File: src/rtl/fp16_pkg.sv
// Shared types and constants for the FP16 adder front end.
`timescale 1ns/1ps
package fp16_pkg;

  localparam int unsigned EXP_W     = 5;
  localparam int unsigned MAN_W     = 10;
  localparam int unsigned GRS_W     = 3;
  localparam int unsigned SIG_W     = MAN_W + 1;
  localparam int unsigned ALIGN_W   = SIG_W + GRS_W;
  // Shifting further than this only moves zeros into an already-set sticky bit.
  localparam int unsigned ALIGN_MAX = MAN_W + 1 + GRS_W;

  typedef enum logic [2:0] {IDLE, CMP, SWAP, SHIFT, DONE} align_state_t;

  typedef struct packed {
    logic             sign;
    logic [EXP_W-1:0] exp;
    logic [MAN_W-1:0] frac;
  } fp16_t;

  // Subnormals share the exponent of the smallest normal.
  function automatic logic [EXP_W-1:0] eff_exp(input fp16_t x);
    return (x.exp == '0) ? EXP_W'(1) : x.exp;
  endfunction

  // Significand with the hidden bit made explicit.
  function automatic logic [SIG_W-1:0] full_sig(input fp16_t x);
    return {(x.exp != '0), x.frac};
  endfunction

endpackage

File: src/rtl/fp16_sticky_shreg.sv
// Loadable right shifter; the LSB accumulates everything shifted past it.
`timescale 1ns/1ps
module fp16_sticky_shreg
  import fp16_pkg::*;
#(
  parameter int unsigned Width = ALIGN_W
) (
  input  logic             clk_i,
  input  logic             rst_ni,
  input  logic             load_i,
  input  logic [Width-1:0] load_val_i,
  input  logic             shift_i,
  output logic [Width-1:0] val_o
);

  logic [Width-1:0] val_d, val_q;

  // Load has priority; a shift ORs the old round and sticky bits into the new sticky bit.
  always_comb begin
    val_d = val_q;
    if (load_i) begin
      val_d = load_val_i;
    end else if (shift_i) begin
      val_d = {1'b0, val_q[Width-1:2], val_q[1] | val_q[0]};
    end
  end

  // Shift register state.
  always_ff @(posedge clk_i or negedge rst_ni) begin
    if (!rst_ni) begin
      val_q <= '0;
    end else begin
      val_q <= val_d;
    end
  end

  assign val_o = val_q;

endmodule

File: src/rtl/fp16_align_ctrl.sv
// Exponent compare and significand alignment sequencer using a shared external subtractor.
`timescale 1ns/1ps
module fp16_align_ctrl
  import fp16_pkg::*;
(
  input  logic               clk,
  input  logic               rst_n,
  input  logic               in_valid,
  output logic               in_ready,
  input  logic [15:0]        a,
  input  logic [15:0]        b,
  output logic [EXP_W-1:0]   sub_a,
  output logic [EXP_W-1:0]   sub_b,
  input  logic [EXP_W-1:0]   sub_s,
  input  logic               sub_cout,
  output logic               out_valid,
  input  logic               out_ready,
  output logic [EXP_W-1:0]   exp_big,
  output logic [SIG_W-1:0]   man_big,
  output logic [ALIGN_W-1:0] man_small,
  output logic               sign_big,
  output logic               sign_small,
  output logic               swapped
);

  align_state_t     state_d, state_q;
  logic [EXP_W-1:0] eff_a_d, eff_a_q, eff_b_d, eff_b_q;
  logic [SIG_W-1:0] man_a_d, man_a_q, man_b_d, man_b_q;
  logic             sign_a_d, sign_a_q, sign_b_d, sign_b_q;
  logic [EXP_W-1:0] diff_d, diff_q, cnt_d, cnt_q, cnt_inc;
  logic [EXP_W-1:0] exp_big_d, exp_big_q;
  logic [SIG_W-1:0] man_big_d, man_big_q;
  logic             sign_big_d, sign_big_q, sign_small_d, sign_small_q;
  logic             swapped_d, swapped_q;
  logic             sh_load, sh_shift;
  logic [ALIGN_W-1:0] sh_load_val;
  fp16_t            a_f, b_f;

  assign a_f     = a;
  assign b_f     = b;
  assign cnt_inc = cnt_q + EXP_W'(1);

  // Next-state, subtractor operand steering and capture of the compare result.
  always_comb begin
    state_d      = state_q;
    eff_a_d      = eff_a_q;
    eff_b_d      = eff_b_q;
    man_a_d      = man_a_q;
    man_b_d      = man_b_q;
    sign_a_d     = sign_a_q;
    sign_b_d     = sign_b_q;
    diff_d       = diff_q;
    cnt_d        = cnt_q;
    exp_big_d    = exp_big_q;
    man_big_d    = man_big_q;
    sign_big_d   = sign_big_q;
    sign_small_d = sign_small_q;
    swapped_d    = swapped_q;
    sub_a        = '0;
    sub_b        = '0;
    sh_load      = 1'b0;
    sh_shift     = 1'b0;
    sh_load_val  = '0;
    unique case (state_q)
      IDLE: begin
        if (in_valid) begin
          eff_a_d  = eff_exp(a_f);
          eff_b_d  = eff_exp(b_f);
          man_a_d  = full_sig(a_f);
          man_b_d  = full_sig(b_f);
          sign_a_d = a_f.sign;
          sign_b_d = b_f.sign;
          state_d  = CMP;
        end
      end
      CMP: begin
        sub_a = eff_a_q;
        sub_b = eff_b_q;
        if (sub_cout) begin
          exp_big_d    = eff_a_q;
          man_big_d    = man_a_q;
          sign_big_d   = sign_a_q;
          sign_small_d = sign_b_q;
          swapped_d    = 1'b0;
          diff_d       = sub_s;
          cnt_d        = '0;
          sh_load      = 1'b1;
          sh_load_val  = {man_b_q, {GRS_W{1'b0}}};
          state_d      = (sub_s == '0) ? DONE : SHIFT;
        end else begin
          state_d = SWAP;
        end
      end
      SWAP: begin
        // B is strictly larger here, so the difference is never zero.
        sub_a        = eff_b_q;
        sub_b        = eff_a_q;
        exp_big_d    = eff_b_q;
        man_big_d    = man_b_q;
        sign_big_d   = sign_b_q;
        sign_small_d = sign_a_q;
        swapped_d    = 1'b1;
        diff_d       = sub_s;
        cnt_d        = '0;
        sh_load      = 1'b1;
        sh_load_val  = {man_a_q, {GRS_W{1'b0}}};
        state_d      = SHIFT;
      end
      SHIFT: begin
        sh_shift = 1'b1;
        cnt_d    = cnt_inc;
        if (cnt_inc == diff_q || cnt_inc == EXP_W'(ALIGN_MAX)) begin
          state_d = DONE;
        end
      end
      DONE: begin
        if (out_ready) begin
          state_d = IDLE;
        end
      end
      default: state_d = IDLE;
    endcase
  end

  // Control and operand registers.
  always_ff @(posedge clk or negedge rst_n) begin
    if (!rst_n) begin
      state_q      <= IDLE;
      eff_a_q      <= '0;
      eff_b_q      <= '0;
      man_a_q      <= '0;
      man_b_q      <= '0;
      sign_a_q     <= 1'b0;
      sign_b_q     <= 1'b0;
      diff_q       <= '0;
      cnt_q        <= '0;
      exp_big_q    <= '0;
      man_big_q    <= '0;
      sign_big_q   <= 1'b0;
      sign_small_q <= 1'b0;
      swapped_q    <= 1'b0;
    end else begin
      state_q      <= state_d;
      eff_a_q      <= eff_a_d;
      eff_b_q      <= eff_b_d;
      man_a_q      <= man_a_d;
      man_b_q      <= man_b_d;
      sign_a_q     <= sign_a_d;
      sign_b_q     <= sign_b_d;
      diff_q       <= diff_d;
      cnt_q        <= cnt_d;
      exp_big_q    <= exp_big_d;
      man_big_q    <= man_big_d;
      sign_big_q   <= sign_big_d;
      sign_small_q <= sign_small_d;
      swapped_q    <= swapped_d;
    end
  end

  fp16_sticky_shreg #(
    .Width (ALIGN_W)
  ) u_shreg (
    .clk_i      (clk),
    .rst_ni     (rst_n),
    .load_i     (sh_load),
    .load_val_i (sh_load_val),
    .shift_i    (sh_shift),
    .val_o      (man_small)
  );

  assign in_ready   = (state_q == IDLE);
  assign out_valid  = (state_q == DONE);
  assign exp_big    = exp_big_q;
  assign man_big    = man_big_q;
  assign sign_big   = sign_big_q;
  assign sign_small = sign_small_q;
  assign swapped    = swapped_q;

endmodule

File: config.mk
export PLATFORM = sky130hd
export DESIGN_NAME = fp16_align_ctrl
export DESIGN_NICKNAME = d
export VERILOG_FILES = /design/src/rtl/fp16_pkg.sv /design/src/rtl/fp16_sticky_shreg.sv /design/src/rtl/fp16_align_ctrl.sv
export SDC_FILE = /design/constraint.sdc
export NUM_CORES = 1
export LEC_CHECK = 0
export BUFFER_PORTS_ARGS = -buffer_cell sky130_fd_sc_hd__buf_2
export CORE_MARGIN = 3
export CORE_UTILIZATION = 54
export CTS_CLUSTER_DIAMETER = 60
export DETAILED_ROUTE_END_ITERATION = 16
export PLACE_DENSITY = 0.8
export SLEW_MARGIN = 10
export SYNTH_ARGS = -nofsm -noshare
export SYNTH_HDL_FRONTEND = slang
export SYNTH_SLANG_ARGS = --single-unit
File: constraint.sdc
create_clock -name clk -period 1.8 [get_ports clk]
set_input_delay 0.36 -clock clk [delete_from_list [all_inputs] [get_ports clk]]
set_output_delay 0.36 -clock clk [all_outputs]
set_load 0.02 [all_outputs]
Word-level counts from Yosys, hierarchy flattened
Index checks and enable logic that the tools add are counted.

word-level totals
  logic and storage cells = 72
  output and inout bits = 45
  flip-flop bits (word level) = 80
  bits of input ports = 42

operators by class
  bitwise gates (word level) = 1
  reduce and logical (&&, ||, !) cells = 14
  mux-type cells = 31
  $add $sub $neg = 1
  equality and inequality tests = 10

operators by type and width
  cell                   count
  $mux W14               3
  $pmux W5 S2            4
  $pmux W14 S2           1
  $mux W5                5
  $pmux W11 S2           1
  $logic_not A5 Y1       3
  $mux W3                5
  $pmux W3 S5            1
  $pmux W5 S3            1
  $mux W11               1
  $reduce_bool A5 Y1     2
  $pmux W1 S2            4
  $eq A3 B2 Y1 const B   2
  $ne A2 B2 Y1 const B   3
  $reduce_and A2 Y1      3
  $add A5 B1 Y5 const B  1
  $eq A5 B4 Y1 const B   1
  $eq A5 B5 Y1           1
  $mux W1                5
  $reduce_bool A2 Y1     2
  $eq A3 B1 Y1 const B   1
  $eq A3 B3 Y1 const B   1
  $logic_not A3 Y1       1
  $reduce_and A3 Y1      1
  4 further kinds        4

Logic depth before layout (Yosys ltp)
Gate-level depths: netlist (run 1).

  depth in word-level cells = 5
  depth in mapped cells = 7
  mapped depth without buffers = 6

Cells and area by module
From an unflattened synthesis (run 1), not the netlist that was laid out.

unflattened totals
  cell total of the unflattened synthesis = 331
  area, all modules = 3891.2 µm²

by module, submodules not included
  module             area an instance (µm²)  sequential area each (µm²)  instances  cells an instance
  fp16_align_ctrl    3240.6                  1651.6                      1          270
  fp16_sticky_shreg  650.6                   350.3                       1          61

Worst setup path after synthesis (run 1)
Ideal clock, no wire load.

  kind = register to output
  from = reg state_q[2]
  to = out sub_a[0]
  stages on the path, launching flop included = 7
  setup slack = 0.049 ns
  path buffers = 3
  data required time = 1.440 ns
  arrival time = 1.391 ns
  cells stage by stage = dfrtp_1 > buf_6 > nor2_2 > and2_4 > buf_6 > clkbuf_1 > a22o_1

on the way
  word-level cells in the longest chain between the ends = 2
  elaborated cells on any way between the ends = 3
  classes of those cells = eq/ne: 2; mux: 1

RTL lines
  what                                          line                    RTL
  from (decl)                                   fp16_align_ctrl.sv:26   align_state_t state_d, state_q;
  from (signal assigned)                        fp16_align_ctrl.sv:143  state_q <= state_d;
  $eq A3 B2 Y1 or $eq A3 B1 Y1 (tied branches)  fp16_align_ctrl.sv:64   unique case (state_q)
  $pmux W5 S2 *                                 fp16_align_ctrl.sv:64
  to (decl)                                     fp16_align_ctrl.sv:12   output logic [EXP_W-1:0] sub_a,

Mark *: on every way between the ends. The rest lies on a longest branch, timed or not.

Worst setup path after layout (run 1)
  from = reg state_q[1]
  to = out sub_b[1]

on the way
  word-level cells in the longest chain between the ends = 2
  elaborated cells on any way between the ends = 3
  classes of those cells = eq/ne: 2; mux: 1

RTL lines
  what                                          line                   RTL
  $eq A3 B2 Y1 or $eq A3 B1 Y1 (tied branches)  fp16_align_ctrl.sv:64
  $pmux W5 S2 *                                 fp16_align_ctrl.sv:64
  to (decl)                                     fp16_align_ctrl.sv:13  output logic [EXP_W-1:0] sub_b,

Marked as above.

==> flow_metrics.tcl, run 1 <==
set metrics [dict create \
    crit_path_end_kind "primary output" \
    slew_headroom 0.4541 \
    via_per_inst 5.826 \
    clockRootBuffer "clkbuf_8" \
    grt_overflow 0 \
    pwr-share-comb 0.489 \
    synth-edff-count 0 \
    arrival_ps 1510 \
    ys.flop_type "dfrtp_1" \
    dr.pass1.iters 6 \
    fin_skew_ps 11.20 \
    hpwlAfterDp_um 6119 \
    setup_slack_ps -66.36 \
    yosys.area.top_type "dfrtp_1" \
    fin_util 0.7067 \
    seqPwrFrac 0.346 \
    yosysMostFrequentCell "dfrtp_1" \
    drive_above_1_share 0.3939 \
    power_switching_uw 3948 \
    num_rows 29 \
    p_leak_uw 0.002174 \
    die_w_um 89.17 \
    wirelength_um 9041 \
    intPower_uw 5782 \
    synth_area_leaders "dfrtp_1 (54%), mux2_2 (9.0%), nand2_1 (4.3%), mux2i_1 (3.5%), buf_6 (3.3%)" \
    power_frac_clock 0.164 \
    core_um2 6531 \
    grt_pass1_wl_um 14420 \
    critPathKind "reg -> out" \
    port_buffers 86 \
    start_util 0.5718 \
    switching_share 0.4057 \
    clock_path_buffers 2 \
    max_freq_mhz 535.8 \
    cap_violations 0 \
    fin_hold_ws_ps 245.7 \
    cts_sinks 80 \
    p_per_area_nw_per_um2 2108 \
    crit_fanout 11 \
    synth_seq_cells 80 \
    htree_num_levels 3 \
    synth_top_cells_by_count "dfrtp_1 (80), nand2_1 (43), mux2_2 (30)" \
    stdcell_count 506 \
    rsz0062_at_grt "true" \
    cts_buffers 9 \
    drt_iter0_markers 235 \
    peakVddDrop_mv 1.305 \
    io_pins 87 \
    synth.distinct_cells 40 \
    dp_slack_ps -31.66 \
    status "complete, but fails checks" \
    finalNetCount 468 \
    n_antenna_cell 0 \
    grtUsageTotal 0.2407 \
    fin_tns_setup_ps -490.1 \
    start_kind "register" \
    ys_async_sr_fraction 1.000 \
    syn2layout_area_growth_pct 23.58 \
    grt_max_degree 39 \
    synth.yosys.seq_area_share 0.5360 \
    yosysWarnings 0 \
    avgSynthCellArea_um2 11.39 \
    violations "setup timing" \
    drc 0 \
    dr_total_vias 2948 \
    gp_congestion 0.8236 \
    report.final.slew_viol_count 0 \
    period_needed_ps 1866 \
    setup_violations 10 \
    cts_tree "yes" \
    worst_slew_pin_slew_ps 815.8 \
    syn-cell-area_um2 3735 \
    die-area_um2 7950 \
    wire_per_inst_um 17.87 \
    grt_pass1_vias 2897 \
    synth_top_area_share 0.5360 \
    final.period_utilization 1.037 \
    hold_path.class "in -> reg" \
    critPathRequiredTime_ps 1440 \
    die_y_um 89.17 \
    clk_latency_ps 340 \
    hold_viol 0 \
    syn_inst 328 \
    detail-route-antenna-nets 0 \
    place_inst 483 \
    antenna_found_initial 0 \
    clk_pin_slew_worst_paths_ps 80 \
    synthesis.nets 372 \
]
-- cell families (layout without fill, tap and decap cells) --
kind of cell             Yosys count  after routing  synth area share
AND/OR/NAND/NOR                   86             87            0.1152
flip-flops                        80             80            0.5360
AO/OA/AOI/OAI                     77             77            0.1343
multiplexers                      43             43            0.1253
buffers and inverters             31            131           0.06130
XOR/XNOR                           9              9           0.02110
adder cells (fa/ha/maj)            2              2          0.006699
-- power by group through the flow --
stage	sequential [µW]	combinational [µW]	clock [µW]
6_report	3370	4760	1600
5_1_grt	3470	5180	1700
4_1_cts	3350	4700	1610
3_5_place_dp	3420	4340	0
3_3_place_gp	3360	4180	0
2_1_floorplan	3620	2890	0
-- critical path: stages (launching register included) --
cell,delay [ps]
dfrtp_2,440
nor3b_4,270
buf_12,170
a22o_1,170
buf_6,120
-- layout make-up --
type / instances / area (µm²)
well taps: 77 / 96.34
multi-input cells: 218 / 1530
clock buffers: 11 / 141.4
fillers: 482 / 1916
flip-flops and latches: 80 / 2006
inverters: 8 / 30.03
clock inverters: 5 / 103.9
repair buffers: 107 / 708.2
-- routing by layer --
metal / track usage / share of wire
met1: 0.3177 / 0.41
met2: 0.4079 / 0.52
met3: 0.03318 / 0.058
met4: 0.08660 / 0.011
met5: 0 / 0
-- state kept, by name (all words and copies together), names as in the netlist --
register	cells
diff_q	5
exp_big	5
sign_big	1
cnt_q	5
u_shreg.val_o	14
man_a_q	11
state_q	3
sign_small	1
sign_a_q	1
man_big	11
swapped	1
man_b_q	11
eff_b_q	5
sign_b_q	1
eff_a_q	5
-- timing repair --
item | CTS | global route
hold buffers | 1 | 0
pin swaps | 1 | 2
endpoints found under the setup margin | 13 | 18
buffers inserted | 4 | 1
endpoints found under the hold margin | 35 | 0
resized for setup | 24 | 5
cloned | 1 | 0
-- worst paths after layout --
| kind | startpoint | to | slack [ps] | depth (start not counted) |
|---|---|---|---|---|
| max in group asynchronous | rst_n | man_b_q[8]$_DFFE_PN0P_ | 690 | 3 |
| setup reg to reg | state_q[0]$_DFFE_PN0P_ | man_b_q[0]$_DFFE_PN0P_ | 120 | 5 |
| min in group asynchronous | rst_n | man_a_q[3]$_DFFE_PN0P_ | 540 | 2 |
| setup / recovery | state_q[1]$_DFFE_PN0P_ | sub_b[1] | -70 | 4 |
| hold reg to reg | man_big[6]$_DFFE_PN0P_ | man_big[6]$_DFFE_PN0P_ | 480 | 2 |
| hold / removal | sub_s[1] | diff_q[1]$_DFFE_PN0P_ | 250 | 3 |
-- through the flow --
step / instance area, µm² / total power, µW
final: 4616 / 9730
after global routing: 4616 / 10350
after CTS: 4589 / 9666
after detailed placement: 4229 / 7754
after global placement: 4229 / 7542
after floorplan: 3735 / 6507
-- cell usage in the layout, fill, tap and decap left out, types with 3 or more instances in the layout --
cell type,instances
buf_12,4
nor2_1,21
o21ai_1,6
a222oi_1,6
mux2_2,30
dfrtp_2,3
clkbuf_8,10
xor2_1,4
a22o_1,12
inv_1,8
o21ai_0,15
a22oi_1,4
xnor2_1,4
nand2_1,43
mux2i_1,13
buf_6,10
buf_2,74
buf_4,18
a221oi_1,6
a21oi_1,23
bufinv_16,3
dfrtp_1,77
Note: power is estimated with default switching activity, not from simulation.
==> run 2, diff against run 1 <==
Settings changed: BUFFER_PORTS_ARGS -buffer_cell sky130_fd_sc_hd__buf_2 to -buffer_cell sky130_fd_sc_hd__clkbuf_2.
==> flow_metrics.tcl, run 2 (synthesis gave the netlist of run 1 again) <==
set metrics [dict create \
    clockRootBuffer "clkbuf_8" \
    cts_sinks 80 \
    hold_path.class "in -> reg" \
    wirelength_um 8754 \
    grt_pass1_wl_um 14260 \
    hpwlAfterDp_um 5912 \
    setup_slack_ps -113.9 \
    grt.busiest_layer "met2" \
    violations "setup timing" \
    slowest_stage "dfrtp_2" \
    drive_above_1_share 0.3968 \
    setup_violations 10 \
    drc 0 \
    gp_congestion 0.8858 \
    syn2layout_area_growth_pct 22.61 \
    critPathKind "reg -> out" \
    p_per_area_nw_per_um2 2054 \
    grtUsageTotal 0.2351 \
    r2r_slack_ps 140 \
    status "complete, but fails checks" \
    crit_fanout 8 \
    wire_per_inst_um 17.23 \
    path_cells "nor2_2 -> and2_4 -> a22o_1 -> clkbuf_8" \
    start_util 0.5718 \
    finalNetCount 470 \
    clk_latency_ps 350 \
    cts_buffers 9 \
    drt_iter0_markers 234 \
    detail-route-antenna-nets 0 \
    hold_start "sub_s[1]" \
    critical_path.max_stage_delay_ps 470 \
    port_buffers 86 \
    cap_violations 0 \
    crit_path_end_kind "primary output" \
    start_kind "register" \
    core_um2 6531 \
    period_needed_ps 1914 \
    hold_viol 0 \
    die_y_um 89.17 \
    dr_total_vias 2909 \
    io_pins 87 \
    rr_worst_depth 5 \
    r2r-start "state_q[1]$_DFFE_PN0P_" \
    worst-path-buf-inv 1 \
    crit_family "flip-flops" \
    worst_slew_pin_slew_ps 437.6 \
    peakVddDrop_mv 1.153 \
    r2r_end "man_b_q[5]$_DFFE_PN0P_" \
    grt_pass1_vias 2982 \
    use_met1 0.3159 \
    via_per_inst 5.726 \
    num_rows 29 \
    hold_path_depth 3 \
    antenna_found_initial 0 \
    fin_skew_ps 11.93 \
    met2_usage 0.3717 \
    critPathRequiredTime_ps 1440 \
    final.period_utilization 1.063 \
    p_leak_uw 0.002167 \
    cts_tree "yes" \
    layout_common_cells "clkbuf_2 (78), dfrtp_1 (77), nand2_1 (43), mux2_2 (30), a21oi_1 (23)" \
    layout_commonest_cell "clkbuf_2" \
    clk_pin_slew_worst_paths_ps 80 \
    largest_reg_flops 14 \
    whs_endpoint "diff_q[1]$_DFFE_PN0P_" \
    arrival_ps 1550 \
    dr.pass1.iters 5 \
    clock_path_buffers 2 \
    die-area_um2 7950 \
    grt_max_degree 40 \
    globalRouteMet3Util 0.04424 \
    grt_overflow 0 \
    power_uw 9405 \
    report.final.slew_viol_count 0 \
    design_area_um2 4579 \
    dpl_cell_area_um2 4229 \
    htree_num_levels 3 \
    slew_headroom 0.7082 \
    n_antenna_cell 0 \
    max_freq_mhz 522.5 \
    rsz0062_at_grt "true" \
    die_w_um 89.17 \
]
==> run 2: metal layers <==
layer	share of wire	vias up	wire length, µm
met5	0	-	0
met4	0.028	0	249
met3	0.055	24	485
met2	0.49	115	4324
met1	0.42	1410	3695
li1	-	1360	-
==> run 2: repair_timing <==
action                                  CTS  global route
gates cloned                              0             1
endpoints found under the hold margin    29             0
resized for setup                        14            11
setup buffers                             6             1
endpoints found under the setup margin   14            14
pin swaps                                 2             1
hold buffers                              1             0
==> run 2: layout make-up <==
cell class                      instances  area (µm²)
Timing Repair Buffer                  109       710.7
Clock inverter                          5       56.30
Sequential cell                        80        2006
Clock buffer                           11       141.4
Fill cell                             462        1952
Multi-Input combinational cell        218        1539
Tap cell                               77       96.34
Inverter                                8       30.03
==> run 2: how the worst max path moves through the flow <==
stage | to | cells after the start | slack (ps) | from
global placement | state_q[0]$_DFFE_PN0P_ | 6 | 90 | cnt_q[0]$_DFFE_PN0P_
global route | sub_b[1] | 4 | -160 | state_q[0]$_DFFE_PN0P_
CTS | sub_b[1] | 4 | -90 | state_q[0]$_DFFE_PN0P_
detailed placement | state_q[0]$_DFFE_PN0P_ | 6 | -20 | cnt_q[0]$_DFFE_PN0P_
finish | sub_a[2] | 4 | -110 | state_q[0]$_DFFE_PN0P_
floorplan | sub_a[0] | 6 | 50 | state_q[2]$_DFFE_PN0P_
==> run 2: tightest hold or removal path, cell delays in order <==
cell	delay, ps
clkbuf_2	90
nand2_1	40
nand2_1	40
==> run 2: metrics by stage <==
step	instances	util	setup WS, ps	hold slack [ps]	setup TNS [ps]
5_1_grt	508	0.7011	-160.4	219.6	-1449
2_1_floorplan	328	-	48.82	64.41	0
3_3_place_gp	483	0.6475	90.68	321.8	0
3_5_place_dp	483	0.6475	-21.53	329.0	-21.53
4_1_cts	506	0.6935	-94.92	206.8	-926.3
6_report	508	0.7011	-113.9	214.5	-862.2
==> run 2: report_power, final <==
part	switching, µW	leakage, µW	internal, µW	total (µW)
Clock	640	0.0000993	677	1320
Sequential	698	0.000961	2680	3370
Combinational	2580	0.00111	2140	4720
==> run 3, diff against run 2 <==
Settings changed: RECOVER_POWER set to 100.
==> flow_metrics.tcl, run 3 (synthesis gave the netlist of run 1 again) <==
set metrics [dict create \
    cap_violations 0 \
    hold_viol 0 \
    critical_path.max_stage_delay_ps 470 \
    crit_cells 4 \
    drc 0 \
    dp_slack_ps -21.53 \
    met3_length_um 480 \
    violations "setup timing" \
    stdcell_count 508 \
    grt_max_degree 40 \
    period_needed_ps 1919 \
    crit_path_end_kind "primary output" \
    dr.pass1.iters 6 \
    gp_congestion 0.8858 \
    n_antenna_cell 0 \
    cts_tree "yes" \
    path_cells "nor2_2 -> and2_4 -> a22o_1 -> clkbuf_8" \
    setup_slack_ps -118.8 \
    dr_total_vias 2897 \
    syn2layout_area_growth_pct 20.27 \
    antenna_found_initial 0 \
    grt_pass1_vias 2982 \
    place_inst 483 \
    worst_slew_pin_slew_ps 799.4 \
    finalNetCount 470 \
    drt_iter0_markers 235 \
    r2r_slack_ps -10 \
    final.period_utilization 1.066 \
    setup_violations 11 \
    layout_common_cells "dfrtp_1 (77), clkbuf_2 (49), nand2_1 (43), clkbuf_1 (38), mux2_2 (30)" \
    slowest_stage "dfrtp_2" \
    port_buffers 86 \
    die_w_um 89.17 \
    clk_latency_ps 350 \
    hold_path.class "in -> reg" \
    grt_overflow 0 \
    r2r_end "u_shreg.val_o[5]$_DFFE_PN0P_" \
    p_per_area_nw_per_um2 2059 \
    worst-path-buf-inv 1 \
    die-area_um2 7950 \
    critPathKind "reg -> out" \
    layout_commonest_cell "dfrtp_1" \
    crit_family "flip-flops" \
    hpwlAfterDp_um 5912 \
    rsz0062_at_grt "true" \
    cts_sinks 80 \
    num_rows 29 \
    peakVddDrop_mv 1.159 \
    grtUsageTotal 0.2351 \
    fin_skew_ps 12.37 \
    wire_per_inst_um 17.28 \
    wirelength_um 8777 \
    r2r-start "state_q[2]$_DFFE_PN0P_" \
    top_layer_used "met4" \
    drive_above_1_share 0.3086 \
    fin_tns_setup_ps -942.8 \
    start_kind "register" \
    die_y_um 89.17 \
    crit_fanout 8 \
    slew_headroom 0.4671 \
    clockRootBuffer "clkbuf_8" \
    rr_worst_depth 5 \
    crit_path_start "state_q[0]$_DFFE_PN0P_" \
    fin_hold_ws_ps 213.4 \
    core_um2 6531 \
    wirelength_met1_um 3791 \
    cts_buffers 9 \
    max_freq_mhz 521.2 \
    setup.worst_path.end "sub_a[2]" \
    report.final.slew_viol_count 0 \
    grt_pass1_wl_um 14260 \
    p_leak_uw 0.002040 \
    clk_pin_slew_worst_paths_ps 80 \
    critPathRequiredTime_ps 1440 \
    wl_met2_um 4287 \
    largest_reg_flops 14 \
    start_util 0.5718 \
    htree_num_levels 3 \
    fin_util 0.6877 \
    arrival_ps 1560 \
    status "complete, but fails checks" \
    io_pins 87 \
    via_per_inst 5.703 \
    clock_path_buffers 2 \
    detail-route-antenna-nets 0 \
]
[run 3: cell count changes in the layout (fill, tap and decap cells not counted)]
cell	before	now
clkbuf_2	78	49
buf_6	1	2
buf_12	4	2
or2_1	0	1
clkbuf_1	1	38
buf_4	20	13
o21ai_0	15	16
o21ai_1	6	5
or2_2	1	0
[run 3: metal layers]
layer	vias up	track usage
li1	1362	-
met1	1425	0.3159
met2	91	0.3717
met3	19	0.04424
met4	0	0.1083
met5	-	0
[run 3: tightest hold or removal path, cell delays in order]
cell and delay [ps]:
clkbuf_2 90, nand2_1 40, nand2_1 40
[run 3: how the worst min path moves through the flow]
stage | start | to | slack (ps) | depth (start not counted)
floorplan | rst_n | cnt_q[0]$_DFFE_PN0P_ | 60 | 0
global placement | rst_n | cnt_q[0]$_DFFE_PN0P_ | 320 | 1
detailed placement | rst_n | cnt_q[0]$_DFFE_PN0P_ | 330 | 1
CTS | sub_s[1] | diff_q[1]$_DFFE_PN0P_ | 210 | 3
global route | sub_s[1] | diff_q[1]$_DFFE_PN0P_ | 220 | 3
finish | sub_s[1] | diff_q[1]$_DFFE_PN0P_ | 210 | 3
[run 3: final cells by class]
| cell class | count | area (µm²) |
|---|---|---|
| Clock buffer | 11 | 141.4 |
| Inverter | 8 | 30.03 |
| Fill cell | 490 | 2039 |
| Tap cell | 77 | 96.34 |
| Timing Repair Buffer | 109 | 623.1 |
| Clock inverter | 5 | 56.30 |
| Multi-Input combinational cell | 218 | 1539 |
| Sequential cell | 80 | 2006 |
[run 3: repair_timing]
| item | 4_1_cts | 5_1_grt |
|---|---|---|
| hold buffers | 1 | 0 |
| setup endpoints to repair | 14 | 14 |
| endpoints found under the hold margin | 29 | 0 |
| setup buffers | 6 | 1 |
| pin swaps | 2 | 1 |
| cloned | 0 | 1 |
| gates resized for setup | 14 | 11 |
[run 3: metrics by stage]
step | area, µm² | power, µW
2_1_floorplan | 3735 | 6507
3_3_place_gp | 4229 | 7572
3_5_place_dp | 4229 | 7746
4_1_cts | 4529 | 9320
5_1_grt | 4492 | 9908
6_report | 4492 | 9248
[run 3: where the power goes]
part	internal [µW]	total [µW]	switching, µW
Sequential	2670	3370	699
Clock	677	1320	639
Combinational	1990	4560	2570
Total	5340	9250	3910
